## src/rtl/decoder3to8_strobe.sv

```systemverilog
// Registered 3-to-8 decoder: queued {en, idx} requests become one-hot strobes held PULSE_LEN cycles.
// Optional macro DECODER_GAP_EN inserts one all-zero GAP cycle after every strobe.
module decoder3to8_strobe #(
    parameter int PULSE_LEN = 4,
    parameter int DEPTH     = 4
) (
    input  logic                     clk,
    input  logic                     rst,
    input  logic                     in_valid,
    output logic                     in_ready,
    input  logic [2:0]               in_idx,
    input  logic                     in_en,
    output logic [7:0]               out,
    output logic                     out_active,
    output logic                     strobe_done,
    output logic [$clog2(DEPTH):0]   level
);

    localparam int         AW       = $clog2(DEPTH);
    localparam logic [7:0] CNT_LOAD = 8'(PULSE_LEN - 1);

    typedef struct packed {
        logic       en;
        logic [2:0] idx;
    } req_t;

    typedef enum logic [1:0] {
        IDLE,
        DRIVE
`ifdef DECODER_GAP_EN
        , GAP
`endif
    } state_t;

    // NOTE: the request storage has no reset; entries are only read once count says they are valid.
    req_t          mem [DEPTH];
    logic [AW-1:0] wr_ptr;
    logic [AW-1:0] rd_ptr;
    logic [AW:0]   count;
    logic          live;
    state_t        state;
    logic [7:0]    cnt;

    logic full;
    logic empty;
    logic push;
    logic pop;
    logic last;
    req_t head;

    function automatic logic [7:0] decode(input req_t r);
        return r.en ? (8'b1 << r.idx) : 8'h00;
    endfunction

    // live holds in_ready low through reset and rises on the first edge with rst released.
    assign full     = (count == (AW+1)'(DEPTH));
    assign empty    = (count == '0);
    assign in_ready = live && !full;
    assign push     = in_valid && in_ready;
    assign head     = mem[rd_ptr];
    assign last     = (state == DRIVE) && (cnt == 8'd0);
    assign level    = count;

    // NOTE: pop is assigned a default first so every path through the case drives it (no latch).
    always_comb begin
        pop = 1'b0;
        case (state)
            IDLE:    pop = !empty;
`ifdef DECODER_GAP_EN
            GAP:     pop = !empty;
`else
            DRIVE:   pop = last && !empty;
`endif
            default: pop = 1'b0;
        endcase
    end

    always_ff @(posedge clk) begin
        if (push) begin
            mem[wr_ptr] <= req_t'{en: in_en, idx: in_idx};
        end
    end

    // NOTE: sequential state uses non-blocking assignments so every register samples pre-edge values.
    always_ff @(posedge clk) begin
        if (rst) begin
            wr_ptr <= '0;
            rd_ptr <= '0;
            count  <= '0;
            live   <= 1'b0;
        end else begin
            live <= 1'b1;
            if (push) wr_ptr <= wr_ptr + 1'b1;
            if (pop)  rd_ptr <= rd_ptr + 1'b1;
            case ({push, pop})
                2'b10:   count <= count + 1'b1;
                2'b01:   count <= count - 1'b1;
                default: count <= count;
            endcase
        end
    end

    // A pop always loads the head entry, whichever state it is issued from.
    always_ff @(posedge clk) begin
        if (rst) begin
            state       <= IDLE;
            out         <= 8'h00;
            out_active  <= 1'b0;
            strobe_done <= 1'b0;
            cnt         <= 8'd0;
        end else if (pop) begin
            state       <= DRIVE;
            out         <= decode(head);
            out_active  <= 1'b1;
            cnt         <= CNT_LOAD;
            strobe_done <= (CNT_LOAD == 8'd0);
        end else begin
            case (state)
                DRIVE: begin
                    if (cnt != 8'd0) begin
                        cnt         <= cnt - 8'd1;
                        strobe_done <= (cnt == 8'd1);
                    end else begin
`ifdef DECODER_GAP_EN
                        state <= GAP;
`else
                        state <= IDLE;
`endif
                        out         <= 8'h00;
                        out_active  <= 1'b0;
                        strobe_done <= 1'b0;
                    end
                end
`ifdef DECODER_GAP_EN
                GAP:     state <= IDLE;
`endif
                default: state <= IDLE;
            endcase
        end
    end

endmodule

```

## config.mk

```make
export PLATFORM = sky130hd
export DESIGN_NAME = decoder3to8_strobe
export DESIGN_NICKNAME = d
export VERILOG_FILES = /design/src/rtl/decoder3to8_strobe.sv
export SDC_FILE = /design/constraint.sdc
export NUM_CORES = 1
export LEC_CHECK = 0
export CORE_UTILIZATION = 60
export CTS_BUF_LIST = sky130_fd_sc_hd__clkbuf_8
export CTS_CLUSTER_SIZE = 30
export DETAILED_ROUTE_END_ITERATION = 8
export MAX_ROUTING_LAYER = met4
export PLACE_DENSITY = 0.93
export SLEW_MARGIN = 20
export SYNTH_ARGS = -nofsm -noshare
export SYNTH_HDL_FRONTEND = slang
export SYNTH_SLANG_ARGS = --single-unit
```

## constraint.sdc

```tcl
create_clock -name clk -period 5.3 [get_ports clk]
set_input_delay 1.06 -clock clk [delete_from_list [all_inputs] [get_ports clk]]
set_output_delay 1.06 -clock clk [all_outputs]
set_load 0.01 [all_outputs]
```

==> results list <==
* Run status: finished, final reports clean
- The analysis attributes to cell leakage a power of 0.827 nW.
- GPL Wtd Cong: 0.827
- Kind of end point of the critical path: flip-flop
- The floorplan step defined a core boundary enclosing 0.00303 mm².
* Global-route wire length before repair: 5990 µm
- Initial cell density of the core: 63.0%
* Final instance count without filler cells: 228
- Via count of the routed design: 1305
* RR Endpoint: level[2]$_SDFFE_PP0P_
- No sink is reached through more buffers than the 2 on the longest clock path.
* Critical path fanouts, max: 11
- Top routing layer in use: met4
- 21 I/O pins were placed.
* Proportion of layout cells with a drive suffix above 1: 8.70%
- The worst hold path was traced through 2 stages.
- The root buffer cell chosen for the clock tree is sky130_fd_sc_hd__clkbuf_8.
- The clock tree synthesis step divided the H-tree into 2 levels.
* Critical path data required time: 5.52 ns
* Synthesized instance count: 159
- TritonCTS built the clock tree.
* Most frequent cells in the layout: 29 x sky130_fd_sc_hd__dfxtp_1, 20 x sky130_fd_sc_hd__clkdlybuf4s50_1, 16 x sky130_fd_sc_hd__nor2_1, 16 x sky130_fd_sc_hd__edfxtp_1, 11 x sky130_fd_sc_hd__inv_1
- Yosys mapped the design onto 39 distinct sky130hd cell types.
- The clock reaches the later pin of the worst-skew pair after 0.31 ns.
- The library cell used most frequently in the layout, excluding fill and tap cells, is sky130_fd_sc_hd__dfxtp_1.
- Path depth of the worst reg2reg path: 11
- Yosys printed 0 warnings.
* Die Span Y: 58.4 µm
- Number of max-cap violations: 0
- Slew headroom: 44.2%
- After clock tree synthesis, the flow added hold-fix buffers numbering 0.
- The min-delay analysis places its worst path in the category flip-flop to flip-flop.
- Using the TritonRoute via totals, the vias-per-cell ratio works out to 5.72.
* Maximum clock skew at final layout: 0.00867 ns
- The wire-length estimate of the detail-placed layout is 2670 µm.
- The mapped netlist covers 0.00191 mm².
* Data arrival time of the critical path: 3.48 ns
- Count of unresolved DRC violations after routing: 0
* Yosys top cell area share: 30.4%
- Gates resized, CTS repair: 0
- The worst setup path is launched from a flip-flop.
- Number of global-route vias before repair: 1355
- Fraction of the yosys area taken by sequential cells: 55.6%
- After layout, the worst path uses 61.4% of the clock period.
* Category of the critical setup timing path: flip-flop to flip-flop
* Maximum vdd ir drop: 389 µV
- Placed cell count: 220
- The number of pins exceeding their max-slew limit in the final report was 0.
- Die X: 58.4 µm
- The worst path meets setup with 2.04 ns of slack.
* Total setup violations reported at the end of the flow: 0
- Synth Net Count: 175
* Aggregate routed wire length: 3650 µm
* WHS: 0.479 ns
- Counting the buffers created by CTS gives 5.
* Routed wl met3: 151 µm
* Port buffer count: 20
* Placement Setup Slack: 2.05 ns
* Die area: 0.00341 mm²
* Initial detailed-routing violation count: 66
* R2R Setup Slk: 2.04 ns
- The net count of the finished layout is 199.
- Flop and latch count out of synthesis: 45
- By area the synthesized netlist is led by sky130_fd_sc_hd__dfxtp_1 30%, sky130_fd_sc_hd__edfxtp_1 25%, sky130_fd_sc_hd__ha_1 5.2%.
- Sum of negative setup slack: 0 ns
- Post-Synthesis Mean Instance Area: 12.0 µm²
- Dividing the detail-routed wire length by the instance count gives 16.0 µm.
- The first detailed-routing pass ran for 4 iterations.
* Post-synth top area cell: sky130_fd_sc_hd__dfxtp_1
- Ratio of total power to cell area: 515 mW/mm²
- Transition time at the pin with the least slew margin: 0.826 ns
- Launch point of the worst reg-to-reg path: cnt[0]$_SDFFE_PP0P_
* Min cycle time layout: 3.26 ns
- Counting every sink on the clock net gives 45.
* Achievable clock frequency: 307 MHz
* Maximum number of pins on one net before global-route repair: 16
* Post-route ant nets: 0
- Setup repair after global routing missed its margin: false
* Launch point of the worst hold path: strobe_done$_SDFFE_PP0P_
* Rows: 20
- Overall fraction of global-route tracks in use: 25.1%
- Initial antenna violation count: 0
- Routed met1 length: 1500 µm
- Setup Fix Bufs, Post-CTS: 0
- Hold worst-path end: strobe_done$_SDFFE_PP0P_
- Wire segments on met2 add up to 1920 µm in the final route.
- The number of antenna diodes in the final layout is 0.
* Leftover overflow at the end of global routing: 0
- The final count of hold timing violations came to 0.
* Area added between synthesis and finish: 18.0%
- Fill cells: 202
- Clk pin slew, worst setup/hold paths: 0.08 ns
==> layer usage <==
layer,GRT usage (%),vias to the layer above
met2,40.6,35
met5,-,-
met4,14.3,0
met3,7.25,8
met1,27.8,628
li1,-,634
==> critical path, stage by stage (launching register included) <==
cell	delay, ns
sky130_fd_sc_hd__dfxtp_1	0.37
sky130_fd_sc_hd__inv_1	0.10
sky130_fd_sc_hd__ha_1	0.13
sky130_fd_sc_hd__or4b_1	0.63
sky130_fd_sc_hd__o21a_1	0.38
sky130_fd_sc_hd__nor2_1	0.21
sky130_fd_sc_hd__ha_1	0.23
sky130_fd_sc_hd__inv_1	0.07
sky130_fd_sc_hd__fa_1	0.37
sky130_fd_sc_hd__xor2_1	0.17
sky130_fd_sc_hd__or3_1	0.35
sky130_fd_sc_hd__a21oi_1	0.16
==> registers in the layout, indices dropped and copies added, names as in the netlist, named ones only <==
signal,cells
wr_ptr,2
live,1
rd_ptr,2
level,3
out,8
cnt,8
strobe_done,1
mem,16
state,1
out_active,1
==> cell type report <==
cell class	count	area, µm²	share of cell area (%)
flip-flops and latches	45	1060	47.1
multi-input cells	101	790	35.1
repair buffers	20	200	8.89
clock buffers	5	68.8	3.06
well taps	44	55.1	2.45
clock inverters	3	38.8	1.72
inverters	10	37.5	1.67
==> cell families (layout without fill, tap and decap cells) <==
kind of cell	after synthesis	in the layout	synth area share (%)
and+or+nand+nor	46	46	14.0
adders and majority gates	9	9	6.30
buffers and inverters	13	38	3.02
AOI/OAI and AO/OA	33	33	12.2
xor gates and xnor gates	8	8	3.67
DFF	45	45	55.6
muxes	5	5	5.25
==> metrics by stage <==
step | power, W | util, % | area, µm²
final | 0.00116 | 74.3 | 2250
after global routing | 0.00123 | 74.3 | 2250
after CTS | 0.00116 | 74.3 | 2250
after detailed placement | 0.000903 | 70.8 | 2140
after global placement | 0.000869 | 70.8 | 2140
after floorplan | 0.000787 | - | 1910
==> report_power, final <==
part | internal [W] | switching [W] | total, W | leakage [nW]
Sequential | 0.000413 | 0.0000610 | 0.000474 | 0.382
Clock | 0.000138 | 0.000118 | 0.000256 | 0.0593
Combinational | 0.000182 | 0.000248 | 0.000430 | 0.386
Total | 0.000733 | 0.000427 | 0.00116 | 0.827
==> how the worst max path moves through the flow <==
stage                        startpoint               endpoint  slack [ns]  depth (start not counted)
floorplan           cnt[0]$_SDFFE_PP0P_  level[2]$_SDFFE_PP0P_        2.64                         12
global placement               in_valid  level[2]$_SDFFE_PP0P_        2.21                          8
detailed placement             in_valid  level[2]$_SDFFE_PP0P_        2.05                          8
CTS                 cnt[0]$_SDFFE_PP0P_  level[2]$_SDFFE_PP0P_        2.10                         11
global route        cnt[0]$_SDFFE_PP0P_  level[2]$_SDFFE_PP0P_        1.91                         11
finish              cnt[0]$_SDFFE_PP0P_  level[2]$_SDFFE_PP0P_        2.04                         11
==> cells in the mapped netlist (all sizes together) <==
cell type / n
nor4b: 2
a21oi: 7
o211ai: 2
o31a: 1
fa: 1
a22o: 8
nor2: 16
nand4: 2
nand2: 3
nand3: 2
inv: 10
xor2: 7
ha: 8
nand4b: 1
xnor2: 1
or3: 4
nor3b: 1
mux4: 4
a311oi: 2
a211oi: 2
o311ai: 1
o21a: 1
and3: 5
edfxtp: 16
mux2i: 1
a31o: 1
a31oi: 2
clkbuf: 1
or4b: 1
dfxtp: 29
nor3: 7
buf: 2
nand2b: 2
o21ai: 6
(Power assumes the default switching activity.)
